## src/rtl/cpu_pkg.sv

```systemverilog
// -----------------------------------------------------------------------------
// cpu_pkg
// Shared definitions for the pipelined MIPS core.
//   PC_W / INSTR_W   : word-address and instruction widths
//   NOP_INSTR        : sll $0,$0,0, used for bubbles and out-of-range fetches
//   if_id_t          : IF/ID pipeline register contents
//   IF_ID_BUBBLE     : the IF/ID value that carries no instruction
//   pc_sel_e         : next-PC source for pc_reg
//   fetch_action_e   : what the fetch stage does on the coming clock edge
// -----------------------------------------------------------------------------
package cpu_pkg;

  localparam int PC_W    = 30;
  localparam int INSTR_W = 32;

  localparam logic [INSTR_W-1:0] NOP_INSTR = 32'h0000_0000;

  typedef struct packed {
    logic               valid;
    logic [INSTR_W-1:0] instr;
    logic [PC_W-1:0]    pc;
    logic [PC_W-1:0]    pc_plus1;
  } if_id_t;

  localparam if_id_t IF_ID_BUBBLE = '{
    valid:    1'b0,
    instr:    NOP_INSTR,
    pc:       '0,
    pc_plus1: '0
  };

  typedef enum logic [1:0] {
    PC_HOLD,
    PC_INC,
    PC_LOAD
  } pc_sel_e;

  typedef enum logic [2:0] {
    FETCH_LATCH,         // normal fetch into IF/ID
    FETCH_BUBBLE,        // shared port taken by MEM: insert a bubble, refetch
    FETCH_STALL,         // hazard stall: freeze everything
    FETCH_REDIR_SQUASH,  // redirect: squash branch+2 with a bubble
    FETCH_REDIR_KEEP     // redirect during stall: delay slot stays in IF/ID
  } fetch_action_e;

  // Priority: redirect > stall > shared-port conflict > normal fetch.
  function automatic fetch_action_e fetch_decide(input logic redirect,
                                                 input logic stall,
                                                 input logic busy);
    if (redirect) return stall ? FETCH_REDIR_KEEP : FETCH_REDIR_SQUASH;
    if (stall)    return FETCH_STALL;
    if (busy)     return FETCH_BUBBLE;
    return FETCH_LATCH;
  endfunction

endpackage

```

## src/rtl/fetch_stage_if.sv

```systemverilog
// -----------------------------------------------------------------------------
// fetch_stage_if
// Shared instruction/data memory port as seen by the fetch stage.
//   fetch_select : 1 = memory address comes from d_pc, 0 = from the data path
//   d_pc         : fetch word address
//   instr_in     : combinational read data for d_pc
//   mem_busy     : the memory stage owns the shared port this cycle
// master = fetch stage, slave = memory / arbitration side.
// -----------------------------------------------------------------------------
interface fetch_stage_if;
  import cpu_pkg::*;

  logic               fetch_select;
  logic [PC_W-1:0]    d_pc;
  logic [INSTR_W-1:0] instr_in;
  logic               mem_busy;

  modport master (
    output fetch_select,
    output d_pc,
    input  instr_in,
    input  mem_busy
  );

  modport slave (
    input  fetch_select,
    input  d_pc,
    output instr_in,
    output mem_busy
  );

endinterface

```

## src/rtl/pc_reg.sv

```systemverilog
// -----------------------------------------------------------------------------
// pc_reg
// Program counter (word address) with next-PC select.
//   clk, rst : clock, asynchronous active-high reset (PC <= RESET_PC)
//   sel      : PC_HOLD keeps, PC_INC adds one (wraps at 2^30), PC_LOAD takes target
//   target   : redirect word address
//   pc       : current PC
// -----------------------------------------------------------------------------
module pc_reg
  import cpu_pkg::*;
#(
  parameter logic [PC_W-1:0] RESET_PC = '0
) (
  input  logic            clk,
  input  logic            rst,
  input  pc_sel_e         sel,
  input  logic [PC_W-1:0] target,
  output logic [PC_W-1:0] pc
);

  logic [PC_W-1:0] pc_next;

  // NOTE: every signal assigned in always_comb gets a default first, so no
  // path through the block can leave it unassigned and infer a latch.
  always_comb begin
    pc_next = pc;
    unique case (sel)
      PC_INC:  pc_next = pc + PC_W'(1);
      PC_LOAD: pc_next = target;
      default: pc_next = pc;
    endcase
  end

  // NOTE: sequential state uses non-blocking assignments so every register
  // samples pre-edge values regardless of statement or process order.
  always_ff @(posedge clk or posedge rst) begin
    if (rst) pc <= RESET_PC;
    else     pc <= pc_next;
  end

endmodule

```

## src/rtl/fetch_stage.sv

```systemverilog
// -----------------------------------------------------------------------------
// fetch_stage
// Instruction-fetch stage: owns the PC, drives the shared memory port and
// latches the fetched instruction into the IF/ID register.
//   clk, rst        : clock, asynchronous active-high reset
//   stall_in        : hazard stall, freezes PC and IF/ID
//   redirect_valid  : taken branch/jump from EX (single-cycle pulse)
//   redirect_pc     : its target word address
//   mem             : shared memory port (fetch_select, d_pc, instr_in, mem_busy)
//   if_id_*         : IF/ID register outputs
//   oob_fetch       : last latched fetch was at or beyond IMEM_DEPTH
//   perf_fetched    : valid instructions latched (wraps)
//   perf_bubbles    : bubbles inserted (wraps)
// -----------------------------------------------------------------------------
module fetch_stage
  import cpu_pkg::*;
#(
  parameter logic [PC_W-1:0] RESET_PC   = 30'h0,
  parameter int unsigned     IMEM_DEPTH = 31
) (
  input  logic               clk,
  input  logic               rst,
  input  logic               stall_in,
  input  logic               redirect_valid,
  input  logic [PC_W-1:0]    redirect_pc,
  fetch_stage_if.master      mem,
  output logic               if_id_valid,
  output logic [INSTR_W-1:0] if_id_instr,
  output logic [PC_W-1:0]    if_id_pc,
  output logic [PC_W-1:0]    if_id_pc_plus1,
  output logic               oob_fetch,
  output logic [31:0]        perf_fetched,
  output logic [31:0]        perf_bubbles
);

  // One extra bit so a depth of 2^30 (whole address space) is representable.
  localparam logic [PC_W:0] DEPTH = IMEM_DEPTH[PC_W:0];

  logic [PC_W-1:0] pc;
  pc_sel_e         pc_sel;
  fetch_action_e   action;
  logic            in_range;
  if_id_t          fetched;
  if_id_t          if_id;

  // ---------------------------------------------------------------------------
  // Next-cycle decision
  // ---------------------------------------------------------------------------
  always_comb begin
    action = fetch_decide(redirect_valid, stall_in, mem.mem_busy);
    pc_sel = PC_HOLD;
    unique case (action)
      FETCH_LATCH:                          pc_sel = PC_INC;
      FETCH_REDIR_SQUASH, FETCH_REDIR_KEEP: pc_sel = PC_LOAD;
      default:                              pc_sel = PC_HOLD;
    endcase
  end

  pc_reg #(
    .RESET_PC (RESET_PC)
  ) u_pc_reg (
    .clk    (clk),
    .rst    (rst),
    .sel    (pc_sel),
    .target (redirect_pc),
    .pc     (pc)
  );

  // ---------------------------------------------------------------------------
  // Memory port and effective instruction
  // ---------------------------------------------------------------------------
  assign mem.d_pc         = pc;
  assign mem.fetch_select = ~mem.mem_busy;

  assign in_range = ({1'b0, pc} < DEPTH);

  always_comb begin
    fetched          = IF_ID_BUBBLE;
    fetched.valid    = 1'b1;
    fetched.instr    = in_range ? mem.instr_in : NOP_INSTR;
    fetched.pc       = pc;
    fetched.pc_plus1 = pc + PC_W'(1);
  end

  // ---------------------------------------------------------------------------
  // IF/ID register, out-of-range flag and performance counters
  // ---------------------------------------------------------------------------
  always_ff @(posedge clk or posedge rst) begin
    if (rst) begin
      if_id        <= IF_ID_BUBBLE;
      oob_fetch    <= 1'b0;
      perf_fetched <= '0;
      perf_bubbles <= '0;
    end else begin
      unique case (action)
        FETCH_LATCH: begin
          if_id        <= fetched;
          oob_fetch    <= ~in_range;
          perf_fetched <= perf_fetched + 32'd1;
        end
        FETCH_BUBBLE, FETCH_REDIR_SQUASH: begin
          if_id        <= IF_ID_BUBBLE;
          perf_bubbles <= perf_bubbles + 32'd1;
        end
        default: ;  // stall or redirect-under-stall: IF/ID and counters hold
      endcase
    end
  end

  assign if_id_valid    = if_id.valid;
  assign if_id_instr    = if_id.instr;
  assign if_id_pc       = if_id.pc;
  assign if_id_pc_plus1 = if_id.pc_plus1;

endmodule

```

## src/flat_wrapper.sv

```systemverilog
// flat-port wrapper written by rule: the top's interface ports become plain ports
module fetch_stage_flat import cpu_pkg::*;
#(
  parameter logic [PC_W-1:0] RESET_PC   = 30'h0,
  parameter int unsigned     IMEM_DEPTH = 31
)
  (clk, rst, stall_in, redirect_valid, redirect_pc, if_id_valid, if_id_instr, if_id_pc, if_id_pc_plus1, oob_fetch, perf_fetched, perf_bubbles, mem_fetch_select, mem_d_pc, mem_instr_in, mem_mem_busy);
  fetch_stage_if mem_i ();
  input  logic clk;
  input  logic rst;
  input  logic stall_in;
  input  logic redirect_valid;
  input  logic [PC_W-1:0] redirect_pc;
  output logic if_id_valid;
  output logic [INSTR_W-1:0] if_id_instr;
  output logic [PC_W-1:0] if_id_pc;
  output logic [PC_W-1:0] if_id_pc_plus1;
  output logic oob_fetch;
  output logic [31:0] perf_fetched;
  output logic [31:0] perf_bubbles;
  output wire logic [$bits(mem_i.fetch_select)-1:0] mem_fetch_select;
  output wire logic [$bits(mem_i.d_pc)-1:0] mem_d_pc;
  input wire logic [$bits(mem_i.instr_in)-1:0] mem_instr_in;
  input wire logic [$bits(mem_i.mem_busy)-1:0] mem_mem_busy;
  assign mem_fetch_select = mem_i.fetch_select;
  assign mem_d_pc = mem_i.d_pc;
  assign mem_i.instr_in = mem_instr_in;
  assign mem_i.mem_busy = mem_mem_busy;
  fetch_stage #(.RESET_PC(RESET_PC), .IMEM_DEPTH(IMEM_DEPTH)) u_core (.clk(clk), .rst(rst), .stall_in(stall_in), .redirect_valid(redirect_valid), .redirect_pc(redirect_pc), .mem(mem_i), .if_id_valid(if_id_valid), .if_id_instr(if_id_instr), .if_id_pc(if_id_pc), .if_id_pc_plus1(if_id_pc_plus1), .oob_fetch(oob_fetch), .perf_fetched(perf_fetched), .perf_bubbles(perf_bubbles));
endmodule
```

## config.mk

```make
export PLATFORM = sky130hd
export DESIGN_NAME = fetch_stage_flat
export DESIGN_NICKNAME = d
export VERILOG_FILES = /design/src/rtl/cpu_pkg.sv /design/src/rtl/fetch_stage_if.sv /design/src/rtl/pc_reg.sv /design/src/rtl/fetch_stage.sv /design/src/flat_wrapper.sv
export SDC_FILE = /design/constraint.sdc
export NUM_CORES = 1
export LEC_CHECK = 0
export CORE_MARGIN = 2
export CORE_UTILIZATION = 43
export CTS_CLUSTER_DIAMETER = 200
export DETAILED_ROUTE_END_ITERATION = 10
export GPL_TIMING_DRIVEN = 0
export HOLD_SLACK_MARGIN = 0.06
export PLACE_DENSITY = 0.77
export SYNTH_ARGS = -nofsm -noshare
export SYNTH_HDL_FRONTEND = slang
export SYNTH_SLANG_ARGS = --single-unit
```

## constraint.sdc

```tcl
create_clock -name clk -period 5.8 [get_ports clk]
set_clock_uncertainty 0.2 [all_clocks]
set_input_delay 0.58 -clock clk [delete_from_list [all_inputs] [get_ports clk]]
set_output_delay 0.58 -clock clk [all_outputs]
set_load 0.02 [all_outputs]
```

==> out/metrics.cfg <==
[cts]
cts_num_sinks = 188
clockBufferDepth = 2
tritoncts.num_buffers = 17
clk_transition_reported_paths_ns = 0.07
cts.htree.levels = 4
tritoncts = done
clock_insertion_delay_worst_skew_ns = 0.43
cts_hold_repair.buffers = 0
postCtsSetupBuffers = 0
post_cts_resize_count = 0
cts-root-buf = clkbuf_16

[detailed_routing]
via_count = 7849
drt.antenna.violating_nets = 0
first_pass_iters = 5
drt_first_iter_violations = 632
detail_route.vias_per_cell = 5.51
routedWlPerCell_um = 19.0
drt-total-wl_um = 27000
detail_route.drc_violations = 0

[floorplan]
die_h_um = 146
initial_core_util = 0.435
num_rows = 52
io_pins = 256
design.die.area_sq_um = 21400
die_width_um = 146
core_area_sq_um = 20000

[setup_path]
critical_path_fanouts_max = 10
crit_path_end_kind = register
worst-setup-path-type = primary input to register
arrival_time_of_the_worst_setup_path_ns = 3.43
critical_path.startpoint_type = primary input
cp.required_ns = 5.91

[logic_synthesis]
netlist-cell-type-count = 50
synthesis.area_sq_um = 8720
yosys_register_bits = 188
synthSimpleGateAreaFrac = 0.211
yosys-top-cells-count = dfrtp_1 (188), nand2_1 (104), nand3_1 (100)
synth_top_family_by_area = simple AND/OR/NAND/NOR gates
synth.area.top_cells = dfrtp_1 (54%), xnor2_1 (6.2%), nand3_1 (5.7%), nand2_1 (4.5%), a22o_1 (3.2%)
synth_ff_type = dfrtp_1
sequential_area_share_after_synthesis = 0.540
number_of_enable_flip_flop_cells_after_synthesis = 0
synthCells = 864
synth_fa_ha_area_frac = 0.00718
synth.top_cell.area_share = 0.540
mappedNetlistNets = 936
async_flop_share = 1.00
synth.area.mux_share = 0
count_of_synthesis_stage_warnings_from_yosys = 0
synth_area_leader_cell = dfrtp_1
synthMostInstantiatedCell = dfrtp_1
synth-xor-area-share = 0.0884
avgSynthCellArea_sq_um = 10.1
synth-compound-area-share = 0.115

[sta]
slew_violations = 0
timing.fmax_mhz = 301
fin_worst_hold_slack_ns = 0.263
timing.slew.headroom = 0.0885
finalHoldViolations = 0
report.final.setup_viol = 0
final_critical_path_share_of_the_clock_period = 0.573
timing.setup.tns_ns = 0
grt_setup_unrepaired = no
minimum_clock_period_after_layout_ns = 3.32
max_slew.worst_pin.slew_ns = 1.36

[power]
report.power.total_w = 0.00439
p_per_area_nw_per_um2 = 357
vdd_ir_drop_max_uv = 203
total_leakage_power_nw = 5.18

[layout]
ff_latch_area_sq_um = 4700
nets = 1214
n_fill_cell = 1741
antenna_cells_inserted = 0
fraction_of_final_layout_cells_with_drive_strength_greater_than_1 = 0.0581
syn2layout_area_growth_pct = 40.9
multi_input_comb_area_sq_um = 3680

[place]
gpl.final_weighted_congestion = 0.943
detailed_place_hpwl_um = 20000
buffer_ports.inserted = 255

[global_routing]
initial_antenna_violation_count = 0
grt_max_degree = 42
globalRouteTotalUtil = 0.254
grt_pass1_wl_um = 42900
gr-total-overflow = 0
first_global_vias = 7673

[hold_path]
min_delay_path_class = register to register

[job]
maxCapViolations = 0

[status]
status = complete, no violations

==> worst max-delay path, stage by stage <==
cell and delay (ns):
clkdlybuf4s50_1 0.52, inv_1 0.07, ha_1 0.32, nor3b_2 0.26
nor2_1 0.12, o31ai_1 1.11, nor3b_1 0.13, a211o_1 0.31
==> where the power goes <==
group | internal, W | leakage (nW) | switching (W)
logic | 0.000624 | 2.46 | 0.000814
clock network | 0.000681 | 0.280 | 0.000510
registers | 0.00152 | 2.44 | 0.000236
total | 0.00283 | 5.18 | 0.00156
==> layout make-up <==
type | count | share of cell area
Clock buffer | 19 | 0.0352
Tap cell | 270 | 0.0275
Inverter | 16 | 0.00519
Multi-Input combinational cell | 599 | 0.299
Timing Repair Buffer | 259 | 0.214
Clock inverter | 12 | 0.0131
Buffer | 61 | 0.0226
Sequential cell | 188 | 0.383
==> per-layer routing <==
metal,track usage,wire length (um),vias to the layer above
met3,0.0553,2320,42
li1,-,-,3616
met4,0.0830,563,0
met1,0.346,11300,3823
met5,0,0,-
met2,0.409,12800,368
==> placed cells by master, fill, tap and decap left out, types with 5 or more instances in the layout <==
master,instances
buf_2,11
xor2_1,26
ha_1,5
dfrtp_1,188
a22oi_1,5
nand3_1,100
and2_1,7
a21oi_1,33
nor3_1,17
nand4_1,26
and3_1,16
nor4_1,15
clkbuf_16,17
or3_1,5
clkbuf_1,41
inv_1,15
nor2_1,32
and4_1,11
a22o_1,32
o21ai_0,52
xnor2_1,62
buf_1,5
nand2_1,104
clkdlybuf4s50_1,255
==> logic make-up after synthesis <==
logic type	Yosys count
compound gates	154
xor+xnor	88
fa+ha+maj	5
buf+inv	77
flops	188
simple gates	352
==> per-stage QoR <==
stage	setup slack (ns)	util	std cells	cell area [sq um]
after detailed placement	2.08	0.583	1393	11700
after floorplan	2.60	-	864	8720
after CTS	2.50	0.613	1424	12300
final	2.48	0.613	1424	12300
after global routing	2.28	0.613	1424	12300
after global placement	1.05	0.579	1389	11600
==> path summary, 6_finish.rpt <==
path | startpoint | to | slack, ns | cells after the start
hold / removal | u_core.perf_fetched[31] | u_core.perf_fetched[31] | 0.26 | 1
setup / recovery | stall_in | u_core.u_pc_reg.pc[26] | 2.48 | 8
max in group asynchronous | rst | u_core.u_pc_reg.pc[9] | 4.01 | 4
hold reg to reg | u_core.perf_fetched[31] | u_core.perf_fetched[31] | 0.26 | 1
min in group asynchronous | rst | u_core.perf_fetched[21] | 0.46 | 2
setup reg to reg | u_core.u_pc_reg.pc[0] | u_core.u_pc_reg.pc[22] | 3.09 | 6
Power figures use the tool's default switching activity.
